## config.mk

```make
export PLATFORM = sky130hd
export DESIGN_NAME = size_store_rmw_flat
export DESIGN_NICKNAME = d
export VERILOG_FILES = /design/src/rtl/size_store_rmw_if.sv /design/src/rtl/size_store_rmw.sv /design/src/flat_wrapper.sv
export SDC_FILE = /design/constraint.sdc
export NUM_CORES = 1
export LEC_CHECK = 0
export ABC_AREA = 1
export ABC_CLOCK_PERIOD_IN_PS = 2600
export CAP_MARGIN = 15
export CELL_PAD_IN_SITES_DETAIL_PLACEMENT = 0
export CELL_PAD_IN_SITES_GLOBAL_PLACEMENT = 1
export CORE_MARGIN = 3
export CORE_UTILIZATION = 27
export CTS_CLUSTER_SIZE = 40
export DETAILED_ROUTE_END_ITERATION = 10
export GPL_TIMING_DRIVEN = 1
export PLACE_DENSITY = 0.89
export SYNTH_ARGS = -nofsm -noshare
export SYNTH_HDL_FRONTEND = slang
export SYNTH_SLANG_ARGS = --single-unit
```

## constraint.sdc

```tcl
create_clock -name clk -period 2.6 [get_ports clk]
set_input_delay 0.52 -clock clk [delete_from_list [all_inputs] [get_ports clk]]
set_output_delay 0.52 -clock clk [all_outputs]
set_load 0.01 [all_outputs]
```

## src/rtl/size_store_rmw_if.sv

```systemverilog
// Store request / memory bus bundle for size_store_rmw.
// slave: the store engine; master: the requester plus memory side.
interface size_store_rmw_if;
  logic        start;
  logic [1:0]  SSizeCtrl;
  logic [31:0] addr;
  logic [31:0] data_in_B;
  logic [31:0] mem_rdata;
  logic [31:0] mem_addr;
  logic [31:0] mem_wdata;
  logic        mem_wr;
  logic        busy;
  logic        done;

  modport slave (
    input  start,
    input  SSizeCtrl,
    input  addr,
    input  data_in_B,
    input  mem_rdata,
    output mem_addr,
    output mem_wdata,
    output mem_wr,
    output busy,
    output done
  );

  modport master (
    output start,
    output SSizeCtrl,
    output addr,
    output data_in_B,
    output mem_rdata,
    input  mem_addr,
    input  mem_wdata,
    input  mem_wr,
    input  busy,
    input  done
  );
endinterface

```

## src/rtl/size_store_rmw.sv

```systemverilog
// Sized store engine: byte and halfword stores do a read-modify-write of
// the addressed memory word, word stores write straight through.
module size_store_rmw (
  input  logic             clk,
  input  logic             reset,
  size_store_rmw_if.slave  bus
);

  typedef enum logic [2:0] {
    IDLE  = 3'd0,
    READ  = 3'd1,
    MERGE = 3'd2,
    WRITE = 3'd3,
    DONE  = 3'd4
  } state_t;

  localparam logic [1:0] SIZE_HALF = 2'b01;
  localparam logic [1:0] SIZE_BYTE = 2'b10;

  state_t      state;
  state_t      state_next;

  // Request captured at acceptance; later input changes are invisible.
  logic [31:0] addr_reg;
  logic [15:0] b_low_reg;
  logic [1:0]  size_reg;
  logic [31:0] merge_reg;
  logic [31:0] merged;

  logic        accept;
  logic        req_is_word;

  logic        mem_wr_int;
  logic        busy_int;
  logic        done_int;

  // Only the two sub-word codes need a read; every other code is a word.
  assign req_is_word = (bus.SSizeCtrl != SIZE_HALF) && (bus.SSizeCtrl != SIZE_BYTE);
  assign accept      = (state == IDLE) && bus.start;

  // State register; reset drops straight to IDLE, which also kills mem_wr.
  always_ff @(posedge clk or posedge reset) begin
    if (reset) begin
      state <= IDLE;
    end else begin
      state <= state_next;
    end
  end

  // Next-state: fixed walk through the sequence, no queuing of starts.
  always_comb begin
    state_next = state;
    case (state)
      IDLE: begin
        if (bus.start) begin
          state_next = req_is_word ? WRITE : READ;
        end
      end
      READ:    state_next = MERGE;
      MERGE:   state_next = WRITE;
      WRITE:   state_next = DONE;
      DONE:    state_next = IDLE;
      default: state_next = IDLE;
    endcase
  end

  // Moore outputs decoded from the state alone.
  always_comb begin
    mem_wr_int = 1'b0;
    busy_int   = 1'b1;
    done_int   = 1'b0;
    case (state)
      IDLE:    busy_int   = 1'b0;
      WRITE:   mem_wr_int = 1'b1;
      DONE:    done_int   = 1'b1;
      default: ;
    endcase
  end

  // Merge combines the fresh read word with the low bits of the register value.
  always_comb begin
    merged = merge_reg;
    case (size_reg)
      SIZE_HALF: merged = {bus.mem_rdata[31:16], b_low_reg[15:0]};
      SIZE_BYTE: merged = {bus.mem_rdata[31:8],  b_low_reg[7:0]};
      default:   merged = merge_reg;
    endcase
  end

  // Latch the request on acceptance and capture the merged word in MERGE.
  always_ff @(posedge clk or posedge reset) begin
    if (reset) begin
      addr_reg  <= 32'd0;
      b_low_reg <= 16'd0;
      size_reg  <= 2'b00;
      merge_reg <= 32'd0;
    end else if (accept) begin
      addr_reg  <= bus.addr;
      b_low_reg <= bus.data_in_B[15:0];
      size_reg  <= bus.SSizeCtrl;
      // A word store needs no read, so its write data is known right away.
      if (req_is_word) begin
        merge_reg <= bus.data_in_B;
      end
    end else if (state == MERGE) begin
      merge_reg <= merged;
    end
  end

  // Address and write data come straight from registers; they hold in IDLE.
  assign bus.mem_addr  = addr_reg;
  assign bus.mem_wdata = merge_reg;
  assign bus.mem_wr    = mem_wr_int;
  assign bus.busy      = busy_int;
  assign bus.done      = done_int;

endmodule

```

## src/flat_wrapper.sv

```systemverilog
// flat-port wrapper written by rule: the top's interface ports become plain ports
module size_store_rmw_flat 
  (clk, reset, bus_start, bus_SSizeCtrl, bus_addr, bus_data_in_B, bus_mem_rdata, bus_mem_addr, bus_mem_wdata, bus_mem_wr, bus_busy, bus_done);
  size_store_rmw_if bus_i ();
  input  logic clk;
  input  logic reset;
  input wire logic [$bits(bus_i.start)-1:0] bus_start;
  input wire logic [$bits(bus_i.SSizeCtrl)-1:0] bus_SSizeCtrl;
  input wire logic [$bits(bus_i.addr)-1:0] bus_addr;
  input wire logic [$bits(bus_i.data_in_B)-1:0] bus_data_in_B;
  input wire logic [$bits(bus_i.mem_rdata)-1:0] bus_mem_rdata;
  output wire logic [$bits(bus_i.mem_addr)-1:0] bus_mem_addr;
  output wire logic [$bits(bus_i.mem_wdata)-1:0] bus_mem_wdata;
  output wire logic [$bits(bus_i.mem_wr)-1:0] bus_mem_wr;
  output wire logic [$bits(bus_i.busy)-1:0] bus_busy;
  output wire logic [$bits(bus_i.done)-1:0] bus_done;
  assign bus_i.start = bus_start;
  assign bus_i.SSizeCtrl = bus_SSizeCtrl;
  assign bus_i.addr = bus_addr;
  assign bus_i.data_in_B = bus_data_in_B;
  assign bus_i.mem_rdata = bus_mem_rdata;
  assign bus_mem_addr = bus_i.mem_addr;
  assign bus_mem_wdata = bus_i.mem_wdata;
  assign bus_mem_wr = bus_i.mem_wr;
  assign bus_busy = bus_i.busy;
  assign bus_done = bus_i.done;
  size_store_rmw u_core (.clk(clk), .reset(reset), .bus(bus_i));
endmodule
```

==> flow_summary.yaml <==
run_status:
  status: "finished, final reports clean"
synthesis:
  synth-seq-cells: 85
  syn_area_per_cell_um2: 7.92
  synthTopCellsByArea: "dfrtp_1, nand2_1, nand3_1"
  synthCells: 481
  synth.largest_area_cell: "dfrtp_1"
  synth.yosys.warnings: 0
  yosysUniqueCellTypes: 16
  synth.top_cell.area_share_pct: 55.9
  synth-seq-area-share_pct: 55.9
  netlist_area_um2: 3810
  synth_nets: 582
global_route:
  globalRouteOverflowTotal: 0
  grt_max_degree: 39
  antenna_found_initial: 0
  grt_use_total_pct: 14.9
  grt_pass1_wl_mm: 18.9
  first_global_vias: 3734
critical_path:
  crit_required_ns: 2.08
  path_cells: "nor2_4 -> buf_4 -> nand2_1 -> clkdlybuf4s50_1"
  worstPathArrival_ns: 1.84
  start_kind: "flip-flop"
  critical_path_class: "reg2out"
  crit_path_max_incr_delay_ns: 0.48
  end_kind: "output port"
  slowest_stage: "clkdlybuf4s50_1"
  crit_fanout: 22
timing:
  hold_viol_final: 0
  maxSlewHeadroom_pct: 68.5
  fmax_mhz: 425
  finalCriticalPeriod_ns: 2.36
  min_period_over_period_pct: 90.6
  fin_skew_ns: 0.00769
  tightestPinTransition_ns: 0.471
  fin_tns_setup_ns: 0
  drv_slew: 0
  rsz0062_at_grt: "false"
  fin_ws_ns: 0.245
  setup_viol: 0
  timing.hold.ws_ns: 0.465
clock_network:
  clkSlewWorstSetupHoldPaths_ns: 0.06
  post-cts-setup-buffers: 0
  cts_buffer_depth: 2
  tritoncts: "yes"
  cts.sinks: 85
  cts_max_level: 3
  cts_hold_buf: 0
  clk_latency_ns: 0.33
  cts_made_buffers: 9
  clockRootBuffer: "clkbuf_16"
  cts_resized: 0
layout:
  diodes: 0
  fillers: 1304
  area_growth_pct: 55.3
  fin_util_pct: 43.8
  drive_gt1_share_pct: 5.50
  stdcell_area_um2: 5910
  multi_input_area_um2: 1500
  instances_no_fill: 812
  area.sequential_um2: 2130
  layout.nets: 735
place:
  io_buffers: 159
  place_congestion: 0.797
  pre_cts_slack_ns: 0.487
  place_area_um2: 5610
  placed_cells: 799
  dpl.hpwl_mm: 8.22
power:
  finalPower_mw: 6.81
  intPower_mw: 4.29
  p_sw_mw: 2.52
  power.leakage_nw: 2.94
  vdd_drop_max_mv: 0.393
  power_density_nw_per_um2: 1150
  seqPwrFrac_pct: 33.8
  swShare_pct: 37.1
  clkPwrFrac_pct: 19.5
  pwr-share-comb_pct: 46.7
drt:
  vias: 3732
  drtPass1Iterations: 4
  drcViolationCount: 0
  wl_per_cell_um: 14.2
  viasPerCell: 4.60
  drt-initial-drc-count: 201
  routed_wl_mm: 11.6
  ant_nets: 0
hold_path:
  worstHoldPathType: "reg2reg"
floorplanning:
  ioPinCount: 168
  die_area_um2: 15600
  initial_core_util_pct: 28.2
  row_count: 42
  core_area_um2: 13500
  fp.dieH_um: 125
  die_w_um: 125
run:
  cap_violations: 0
## synth_stat cells, drive strengths merged
master / instances
o21ai: 5
clkbuf: 6
nand3: 41
dfrtp: 85
inv: 11
nand4: 32
buf: 25
nor2: 7
nand2: 269
## final timing paths
| check | depth (start not counted) | end | start | slack, ns |
|---|---|---|---|---|
| setup / recovery | 4 | bus_busy | u_core.state[0] | 0.24 |
| hold / removal | 2 | u_core.b_low_reg[2] | u_core.b_low_reg[2] | 0.47 |
| setup reg to reg | 7 | u_core.bus.mem_wdata[5] | u_core.state[2] | 0.52 |
| hold reg to reg | 2 | u_core.b_low_reg[2] | u_core.b_low_reg[2] | 0.47 |
| max in group asynchronous | 3 | u_core.bus.mem_addr[19] | reset | 1.49 |
| min in group asynchronous | 2 | u_core.bus.mem_addr[30] | reset | 0.55 |
## cell type report
class	count	share of cell area [%]
clock buffer	11	4.11
clock inverter	2	1.02
inverter	11	0.762
multi-input combinational	354	25.3
sequential	85	36.0
tap	176	3.72
timing repair buffer	173	29.1
## kinds of logic after synthesis
| kind of cell | count (synthesis) | synth area share, % |
|---|---|---|
| AOI/OAI and AO/OA | 5 | 0.756 |
| DFF | 85 | 55.9 |
| buffers and inverters | 42 | 5.06 |
| and+or+nand+nor | 349 | 38.3 |
## worst max-delay path: cells and delay by family (launching register included)
family	cells	cell delay, ns
buffers and inverters	2	0.77
flip-flops	1	0.42
AND/OR/NAND/NOR	2	0.31
## per-layer routing
metal	part of all wire [%]	wire, µm	global-route usage (%)
met1	42	4880	18.3
met3	7.4	853	4.85
met4	1.1	132	4.19
met2	49	5690	25.1
met5	0	0	0
## cells in the final DEF (no fill, tap or decap), drive strengths merged
cell	n
nand2	269
clkdlybuf4s50	159
dfrtp	85
nand3	41
nand4	32
buf	14
clkbuf	11
inv	10
nor2	7
o21ai	5
bufinv	2
clkinvlp	1
## power by group through the flow
stage / logic [mW] / registers, mW / clock network, mW
after CTS: 3.23 / 2.30 / 1.37
after floorplan: 1.52 / 2.46 / 0
after global routing: 3.57 / 2.37 / 1.42
after detailed placement: 3.21 / 2.32 / 0
final: 3.18 / 2.30 / 1.33
after global placement: 3.17 / 2.29 / 0
Power figures use the tool's default switching activity.
